==> config.mk <==
export PLATFORM = sky130hd
export DESIGN_NAME = mod_updown_counter
export DESIGN_NICKNAME = d
export VERILOG_FILES = /design/src/rtl/mod_updown_counter.sv
export SDC_FILE = /design/constraint.sdc
export NUM_CORES = 1
export LEC_CHECK = 0
export BUFFER_PORTS_ARGS = -buffer_cell sky130_fd_sc_hd__buf_2
export CORE_ASPECT_RATIO = 1.4
export CORE_MARGIN = 1.5
export CORE_UTILIZATION = 45
export DETAILED_ROUTE_END_ITERATION = 7
export PLACE_DENSITY_LB_ADDON = 0.1
export SETUP_SLACK_MARGIN = 0.05
export SLEW_MARGIN = 40
export SYNTH_ARGS = -nofsm -noshare
export SYNTH_HDL_FRONTEND = slang
export SYNTH_SLANG_ARGS = --single-unit
==> constraint.sdc <==
create_clock -name clk -period 3.4 [get_ports clk]
set_input_delay 0 -clock clk [delete_from_list [all_inputs] [get_ports clk]]
set_output_delay 0 -clock clk [all_outputs]
set_load 0.005 [all_outputs]
==> src/rtl/mod_updown_counter.sv <==
// -----------------------------------------------------------------------------
// mod_updown_counter
//
// Loadable up/down counter over the range 0..max_val. It either wraps or holds
// at the range bounds, and it gives a one-cycle terminal-count pulse after each
// step that hits a bound.
//
// Parameters
//   WIDTH     counter width in bits (2..32)
//   SATURATE  0: wrap at the bounds, 1: hold at the bounds
//   RST_VAL   value of out while rst is high and after reset is released
//
// Ports
//   clk       rising-edge clock
//   rst       asynchronous active-high reset
//   en        count enable; one step per clock while high
//   up        direction: 1 counts up, 0 counts down
//   load      synchronous load strobe; wins over en
//   load_val  value to load; clipped to max_val
//   max_val   inclusive upper bound; may change on any cycle
//   out       registered count value
//   tc        registered terminal-count pulse; high in the cycle after a
//             boundary step
//   zero      combinational flag; high when out == 0
// -----------------------------------------------------------------------------
module mod_updown_counter #(
   parameter int unsigned       WIDTH    = 7,
   parameter int unsigned       SATURATE = 0,
   parameter logic [WIDTH-1:0]  RST_VAL  = '0
) (
   input  logic             clk,
   input  logic             rst,
   input  logic             en,
   input  logic             up,
   input  logic             load,
   input  logic [WIDTH-1:0] load_val,
   input  logic [WIDTH-1:0] max_val,
   output logic [WIDTH-1:0] out,
   output logic             tc,
   output logic             zero
);

   // Kind of update taken at the next edge. Decoding this first keeps the
   // priority (load over en) and the bound cases apart from the arithmetic.
   typedef enum logic [2:0] {
      ST_HOLD,        // no load, no enable
      ST_LOAD,        // load_val, clipped to max_val
      ST_UP,          // out < max_val: increment
      ST_UP_BOUND,    // out >= max_val: wrap to 0 or hold at max_val
      ST_DOWN,        // 0 < out <= max_val: decrement
      ST_DOWN_BOUND,  // out == 0: wrap to max_val or hold at 0
      ST_DOWN_CLIP    // out > max_val after max_val shrank: pull to max_val
   } step_e;

   step_e            step;
   logic             at_top;
   logic             at_bottom;
   logic             above_max;
   logic [WIDTH-1:0] load_clip;
   logic [WIDTH-1:0] out_next;
   logic             tc_next;

   // Compare against the live max_val, so a new bound applies at the very
   // next edge.
   assign at_top    = (out >= max_val);
   assign at_bottom = (out == '0);
   assign above_max = (out >  max_val);
   assign load_clip = (load_val <= max_val) ? load_val : max_val;

   // NOTE: every signal written in an always_comb gets a default first, so no
   // path through the block leaves it unassigned and no latch is inferred.
   always_comb begin
      step = ST_HOLD;
      if (load) begin
         step = ST_LOAD;
      end else if (en) begin
         if (up) begin
            step = at_top ? ST_UP_BOUND : ST_UP;
         end else if (at_bottom) begin
            step = ST_DOWN_BOUND;
         end else if (above_max) begin
            step = ST_DOWN_CLIP;
         end else begin
            step = ST_DOWN;
         end
      end
   end

   // Next count and terminal-count pulse. Only the two boundary steps raise
   // tc; they do so in both wrap and saturate modes.
   always_comb begin
      out_next = out;
      tc_next  = 1'b0;
      case (step)
         ST_LOAD: begin
            out_next = load_clip;
         end
         ST_UP: begin
            out_next = out + WIDTH'(1);
         end
         ST_UP_BOUND: begin
            out_next = (SATURATE != 0) ? max_val : '0;
            tc_next  = 1'b1;
         end
         ST_DOWN: begin
            out_next = out - WIDTH'(1);
         end
         ST_DOWN_BOUND: begin
            out_next = (SATURATE != 0) ? '0 : max_val;
            tc_next  = 1'b1;
         end
         ST_DOWN_CLIP: begin
            out_next = max_val;
         end
         default: begin
            out_next = out;
         end
      endcase
   end

   // NOTE: state registers use non-blocking assignments, so every register
   // samples the values from before the edge, whatever order the blocks run in.
   // Reset is asynchronous: out and tc clear as soon as rst rises, and any
   // pending tc is dropped.
   always_ff @(posedge clk or posedge rst) begin
      if (rst) begin
         out <= RST_VAL;
         tc  <= 1'b0;
      end else begin
         out <= out_next;
         tc  <= tc_next;
      end
   end

   assign zero = (out == '0);

endmodule

# After elaboration in Yosys (flattened, before gate mapping)
# Index checks and enable logic that the tools add are counted.
# W data, S select, Z words.
[totals] ff_bits=8 in_bits=19 output_inout_bits=9 elab_cells=26
[classes] n_addsub=2 order_cmp=3 n_eq_ne=6 mux=9 reduce_logical=4
[ops] op="$pmux W7 S5" count=1
[ops] op="$eq A3 B3 Y1 const B" count=3
[ops] op="$mux W3" count=3
[ops] op="$add A7 B1 Y7 const B" count=1
[ops] op="$ge A7 B7 Y1" count=1
[ops] op="$gt A7 B7 Y1" count=1
[ops] op="$le A7 B7 Y1" count=1
[ops] op="$logic_not A7 Y1" count=1
[ops] op="$mux W7" count=1
[ops] op="$sub A7 B1 Y7 const B" count=1
[ops] op="$eq A3 B2 Y1 const B" count=2
[ops] op="$reduce_bool A5 Y1" count=1
[ops] op="$mux W2" count=2
[ops] op="$reduce_or A2 Y1" count=2
[ops] op="$eq A3 B1 Y1 const B" count=1
[ops] op="$mux W1" count=2

# Logic depth before layout (Yosys ltp)
[depth] word_depth=9 ltp_mapped=14

# Least setup slack after synthesis
# OpenSTA, ideal clock, no wires.
[synth_path] kind="reg2reg" startpoint="register out[6]" endpoint="register out[5]" setup_time_ns=0.104 arrival_time_ns=3.235 slack_ns=0.062 path_stages_with_launch=14 path_buffers=0 synth_period_minus_slack_ns=3.338 cell_sequence="dfrtp_1 -> ha_1 -> a21oi_1 -> o21ai_0 -> o22ai_1 -> nand2_1 -> nor3_1 -> ha_1 -> a211oi_1 -> o21bai_1 -> a21oi_1 -> xnor2_1 -> a32oi_1 -> a221oi_1"
[synth_between] elab_chain_cells=9 word_cells_on_any_way=18 cone_classes="order compare (2); eq/ne (6); mux (7); reduce/logical (3)"
[synth_rtl] item="from (decl)" line="38" rtl="output logic [WIDTH-1:0] out,"
[synth_rtl] item="from (signal assigned)" line="130" rtl="out <= out_next;"
[synth_rtl] item="$gt A7 B7 Y1" line="67" rtl="assign above_max = (out > max_val);"
[synth_rtl] item="$mux W2" line="81" rtl="end else if (above_max) begin"
[synth_rtl] item="$mux W2" line="79" rtl="end else if (at_bottom) begin"
[synth_rtl] item="$mux W3 *" line="77" rtl="if (up) begin"
[synth_rtl] item="$mux W3 *" line="76" rtl="end else if (en) begin"
[synth_rtl] item="$mux W3 *" line="74" rtl="if (load) begin"
[synth_rtl] item="$eq A3 B3 Y1" line="94" rtl="case (step)"
[synth_rtl] item="$reduce_or A2 Y1 (no line)"
[synth_rtl] item="$pmux W7 S5 or $reduce_bool A5 Y1 (tied branches)"
# Mark *: on every way between the ends. The rest lies on a longest branch, timed or not.
# A chain may end at the register's enable or synchronous reset.

# Worst setup path in the final report
[layout_path] startpoint="register out[4]" endpoint="register out[6]"
[layout_between] elab_chain_cells=9 word_cells_on_any_way=20 cone_classes="add/sub (2); order compare (2); eq/ne (6); mux (7); reduce/logical (3)"
[layout_rtl] item="$gt A7 B7 Y1" line="67"
[layout_rtl] item="$mux W2" line="81"
[layout_rtl] item="$mux W2" line="79"
[layout_rtl] item="$mux W3" line="77"
[layout_rtl] item="$mux W3" line="76"
[layout_rtl] item="$mux W3" line="74"
[layout_rtl] item="$eq A3 B3 Y1" line="94"
[layout_rtl] item="$reduce_or A2 Y1 (no line)"
[layout_rtl] item="$pmux W7 S5 or $reduce_bool A5 Y1 (tied branches)"
# Several ways; a longest one is shown, not always the timed one.

==> qor.yml <==
run_status:
  status: "finished, final reports clean"
clock_network:
  cts-buffers-inserted: 3
  cts_tree: "yes"
  clock_latency_on_the_worst_skew_pair_ps: 260
  root_buffer: "sky130_fd_sc_hd__clkbuf_4"
  tritoncts_num_sinks: 8
  path_clk_slew_ps: 70
  clockBufferDepth: 2
  cts-htree-levels: 1
  cts_setup_buffers: 0
worst_setup_path:
  crit_arrival_ps: 3420
  worst-endpoint-required_ps: 3550
  r2r_start: "out[4]$_DFFE_PP0P_"
  cpLargestDelayFamily: "simple AND/OR/NAND/NOR gates"
  rr_endpoint: "out[6]$_DFFE_PP0P_"
  setup.worst_path.end: "out[6]$_DFFE_PP0P_"
  critPathCaptureType: "flop"
  criticalPathCategory: "reg2reg"
  cp_launch_point: "out[4]$_DFFE_PP0P_"
  crit_path_max_incr_delay_ps: 470
  crit_path_max_fo: 6
  critical_path.slowest_cell: "sky130_fd_sc_hd__or4_4"
  setup.worst_path.start_class: "flop"
  path_depth: 12
  rrSetupSlack_ps: 130
  critPathBufInv: 1
  cp_cell_sequence: "buf_4 > or4_1 > or4_4 > nand2_1 > nor3_4 > fa_2 > a211oi_2 > o21bai_1 > a21oi_2 > xnor2_1 > a21oi_1 > o211a_1"
  rr_worst_depth: 12
route:
  count_of_tritonroute_iterations_in_the_first_routing_pass: 4
  viasPerCell: 5.93
  antenna_violating_nets_post_route: 0
  drt_iter0_drc: 44
  wire_length_on_met1_um: 1440
  routed-wl-met3_um: 90
  drt_wl_total_um: 3270
  via_count: 1239
  wl_met2_um: 1700
  wl_per_cell_um: 15.6
  detail_route.drc_violations: 0
  highest-signal-layer: "met4"
sta:
  setup_repair_after_global_routing_missed_its_margin: "false"
  max_clock_freq_mhz: 306
  report.final.setup_viol: 0
  timing_hold_violations_final: 0
  worst_clock_skew_ps: 6.49
  report.final.slew_viol_count: 0
  max-slew-margin-rel: 0.660
  period_minus_ws_final_ps: 3270
  period_share: 0.962
  hold-worst-slack_ps: 33.6
  worstMarginPinSlew_ps: 510
  final.setup.tns_ps: 0
synthesis:
  syn-cell-area_mm2: 0.00115
  synth_seq_area_share: 0.174
  synth.net_count: 179
  ys_types: 35
  synth.yosys.warnings: 0
  ys_seq_elements: 8
  synthesis.area_per_instance_um2: 8.20
  synthCells: 140
global_route:
  groute.usage.overall: 0.236
  grt_remaining_overflow: 0
  via_count_of_the_first_global_routing_pass: 1143
  grt_pass1_wl_um: 5120
  antenna_violations_before_repair: 0
  pin_count_of_the_biggest_net_entering_global_routing: 17
pwr:
  irDropWorstVdd_uv: 240
  static-leakage-power_nw: 0.680
  power_mw: 0.575
  p_per_area_mw_per_mm2: 401
floorplan:
  core_footprint_mm2: 0.00242
  die_w_um: 45.7
  die-height_um: 62.7
  die_outline_area_mm2: 0.00287
  rows: 21
  start_util: 0.475
  floorplan.io_pins: 28
hold_path:
  worstHoldPathType: "in2reg"
cells_and_area:
  finalNonFillerCells: 209
  number_of_fillers_in_the_final_layout: 248
  drive_gt1_frac: 0.303
  antenna_cells_inserted: 0
  fin_nets: 216
  area_delta_synth_final_pct: 25.1
flow_run:
  timing.max_cap.violations: 0
placed_design:
  portBuffers: 27
  placed_cells: 205
  place.gp.congestion: 0.890
  hpwlAfterDp_um: 2650
routing by layer:
layer / track usage / up-vias
met2: 0.391 / 31
met1: 0.321 / 603
met5: 0 / -
met4: 0.0551 / 0
li1: - / 601
met3: 0.0173 / 4
sequential cells by signal, summed over array words and instances, names as in the netlist:
signal / flops
out: 7
tc: 1
logic make-up after synthesis:
| kind of cell | share of synthesized area |
|---|---|
| AOI/OAI and AO/OA | 0.310 |
| xor gates and xnor gates | 0.0229 |
| adders and majority gates | 0.225 |
| buffers and inverters | 0.0774 |
| DFF | 0.174 |
| muxes | 0.00872 |
| and+or+nand+nor | 0.182 |
synthesized netlist by cell type:
cell	n	area, µm²
sky130_fd_sc_hd__a211o_1	1	8.76
sky130_fd_sc_hd__a211oi_1	5	37.5
sky130_fd_sc_hd__a21o_1	3	22.5
sky130_fd_sc_hd__a21oi_1	20	100
sky130_fd_sc_hd__a221oi_1	3	26.3
sky130_fd_sc_hd__a221oi_2	2	30.0
sky130_fd_sc_hd__a2bb2oi_1	2	17.5
sky130_fd_sc_hd__a31oi_1	1	6.26
sky130_fd_sc_hd__a32oi_1	2	17.5
sky130_fd_sc_hd__bufbuf_16	1	32.5
sky130_fd_sc_hd__clkbuf_1	3	11.3
sky130_fd_sc_hd__dfrtp_1	8	200
sky130_fd_sc_hd__fa_1	1	20.0
sky130_fd_sc_hd__ha_1	19	238
sky130_fd_sc_hd__inv_1	12	45.0
sky130_fd_sc_hd__mux2i_1	1	10.0
sky130_fd_sc_hd__nand2_1	5	18.8
sky130_fd_sc_hd__nand2b_1	1	6.26
sky130_fd_sc_hd__nand2b_2	1	8.76
sky130_fd_sc_hd__nand3_1	3	15.0
sky130_fd_sc_hd__nand3b_1	2	15.0
sky130_fd_sc_hd__nand4_1	3	18.8
sky130_fd_sc_hd__nor2_1	12	45.0
sky130_fd_sc_hd__nor3_1	7	35.0
sky130_fd_sc_hd__nor3b_1	2	15.0
sky130_fd_sc_hd__o211a_1	1	10.0
sky130_fd_sc_hd__o21ai_0	6	30.0
sky130_fd_sc_hd__o21bai_1	4	30.0
sky130_fd_sc_hd__o22ai_1	1	6.26
sky130_fd_sc_hd__o22ai_2	1	12.5
sky130_fd_sc_hd__or3_1	2	12.5
sky130_fd_sc_hd__or4_1	1	7.51
sky130_fd_sc_hd__or4_4	1	11.3
sky130_fd_sc_hd__xnor2_1	2	17.5
sky130_fd_sc_hd__xor2_1	1	8.76
per-stage QoR:
step,util,instance area [µm²],setup WS [ps]
floorplan,-,1150,61.7
global placement,0.555,1340,-59.5
detailed placement,0.555,1340,-112
CTS,0.572,1380,101
global route,0.594,1440,39.4
finish,0.594,1440,129
repair_timing:
action | CTS | global route
hold endpoints to repair | 8 | 0
hold buffers | 1 | 0
resized for setup | 2 | 10
pin swaps | 0 | 2
endpoints found under the setup margin | 3 | 2
cloned | 0 | 0
final cells by class:
type,instances,area [µm²],area share
clock buffers,3,22.5,0.0157
inverters,12,45.0,0.0314
well taps,34,42.5,0.0296
flip-flops and latches,8,201,0.140
multi-input cells,116,918,0.640
repair buffers,36,205,0.143
where the power goes:
group	switching, mW	leakage [nW]	internal (mW)
Clock	0.0385	0.0138	0.0408
Combinational	0.194	0.574	0.173
Sequential	0.0159	0.0925	0.113
Total	0.249	0.680	0.327
how the worst min path moves through the flow:
stage	from	to	slack, ps	cells past startpoint
5_1_grt	max_val[2]	out[2]$_DFFE_PP0P_	60	3
6_report	max_val[2]	out[2]$_DFFE_PP0P_	30	3
4_1_cts	max_val[2]	out[2]$_DFFE_PP0P_	40	3
3_5_place_dp	rst	tc$_DFF_PP0_	-20	2
2_1_floorplan	rst	out[0]$_DFFE_PP0P_	-180	1
3_3_place_gp	rst	tc$_DFF_PP0_	-20	2
cell usage in the layout, fill, tap and decap left out, types with 2 or more instances in the layout:
cell type                    n
sky130_fd_sc_hd__nand4_1     3
sky130_fd_sc_hd__a21oi_1    18
sky130_fd_sc_hd__a211oi_2    2
sky130_fd_sc_hd__a221oi_1    3
sky130_fd_sc_hd__inv_1      12
sky130_fd_sc_hd__a2bb2oi_1   2
sky130_fd_sc_hd__clkbuf_4    3
sky130_fd_sc_hd__nor2_1     12
sky130_fd_sc_hd__dfrtp_1     7
sky130_fd_sc_hd__buf_4       8
sky130_fd_sc_hd__a32oi_1     2
sky130_fd_sc_hd__buf_2      27
sky130_fd_sc_hd__a21o_1      3
sky130_fd_sc_hd__xnor2_1     2
sky130_fd_sc_hd__o21ai_0     5
sky130_fd_sc_hd__a221oi_2    2
sky130_fd_sc_hd__nor3b_1     2
sky130_fd_sc_hd__a21oi_2     2
sky130_fd_sc_hd__ha_4        2
sky130_fd_sc_hd__nand3_1     3
sky130_fd_sc_hd__a211oi_1    3
sky130_fd_sc_hd__nand2_1     5
sky130_fd_sc_hd__nand3b_1    2
sky130_fd_sc_hd__o21bai_1    3
sky130_fd_sc_hd__nor3_1      6
sky130_fd_sc_hd__or3_1       2
sky130_fd_sc_hd__ha_1       17
tightest hold or removal path, cell delays in order:
cell	delay, ps
sky130_fd_sc_hd__buf_2	100
sky130_fd_sc_hd__nand3_1	60
sky130_fd_sc_hd__a32oi_1	80
Power figures use the tool's default switching activity.
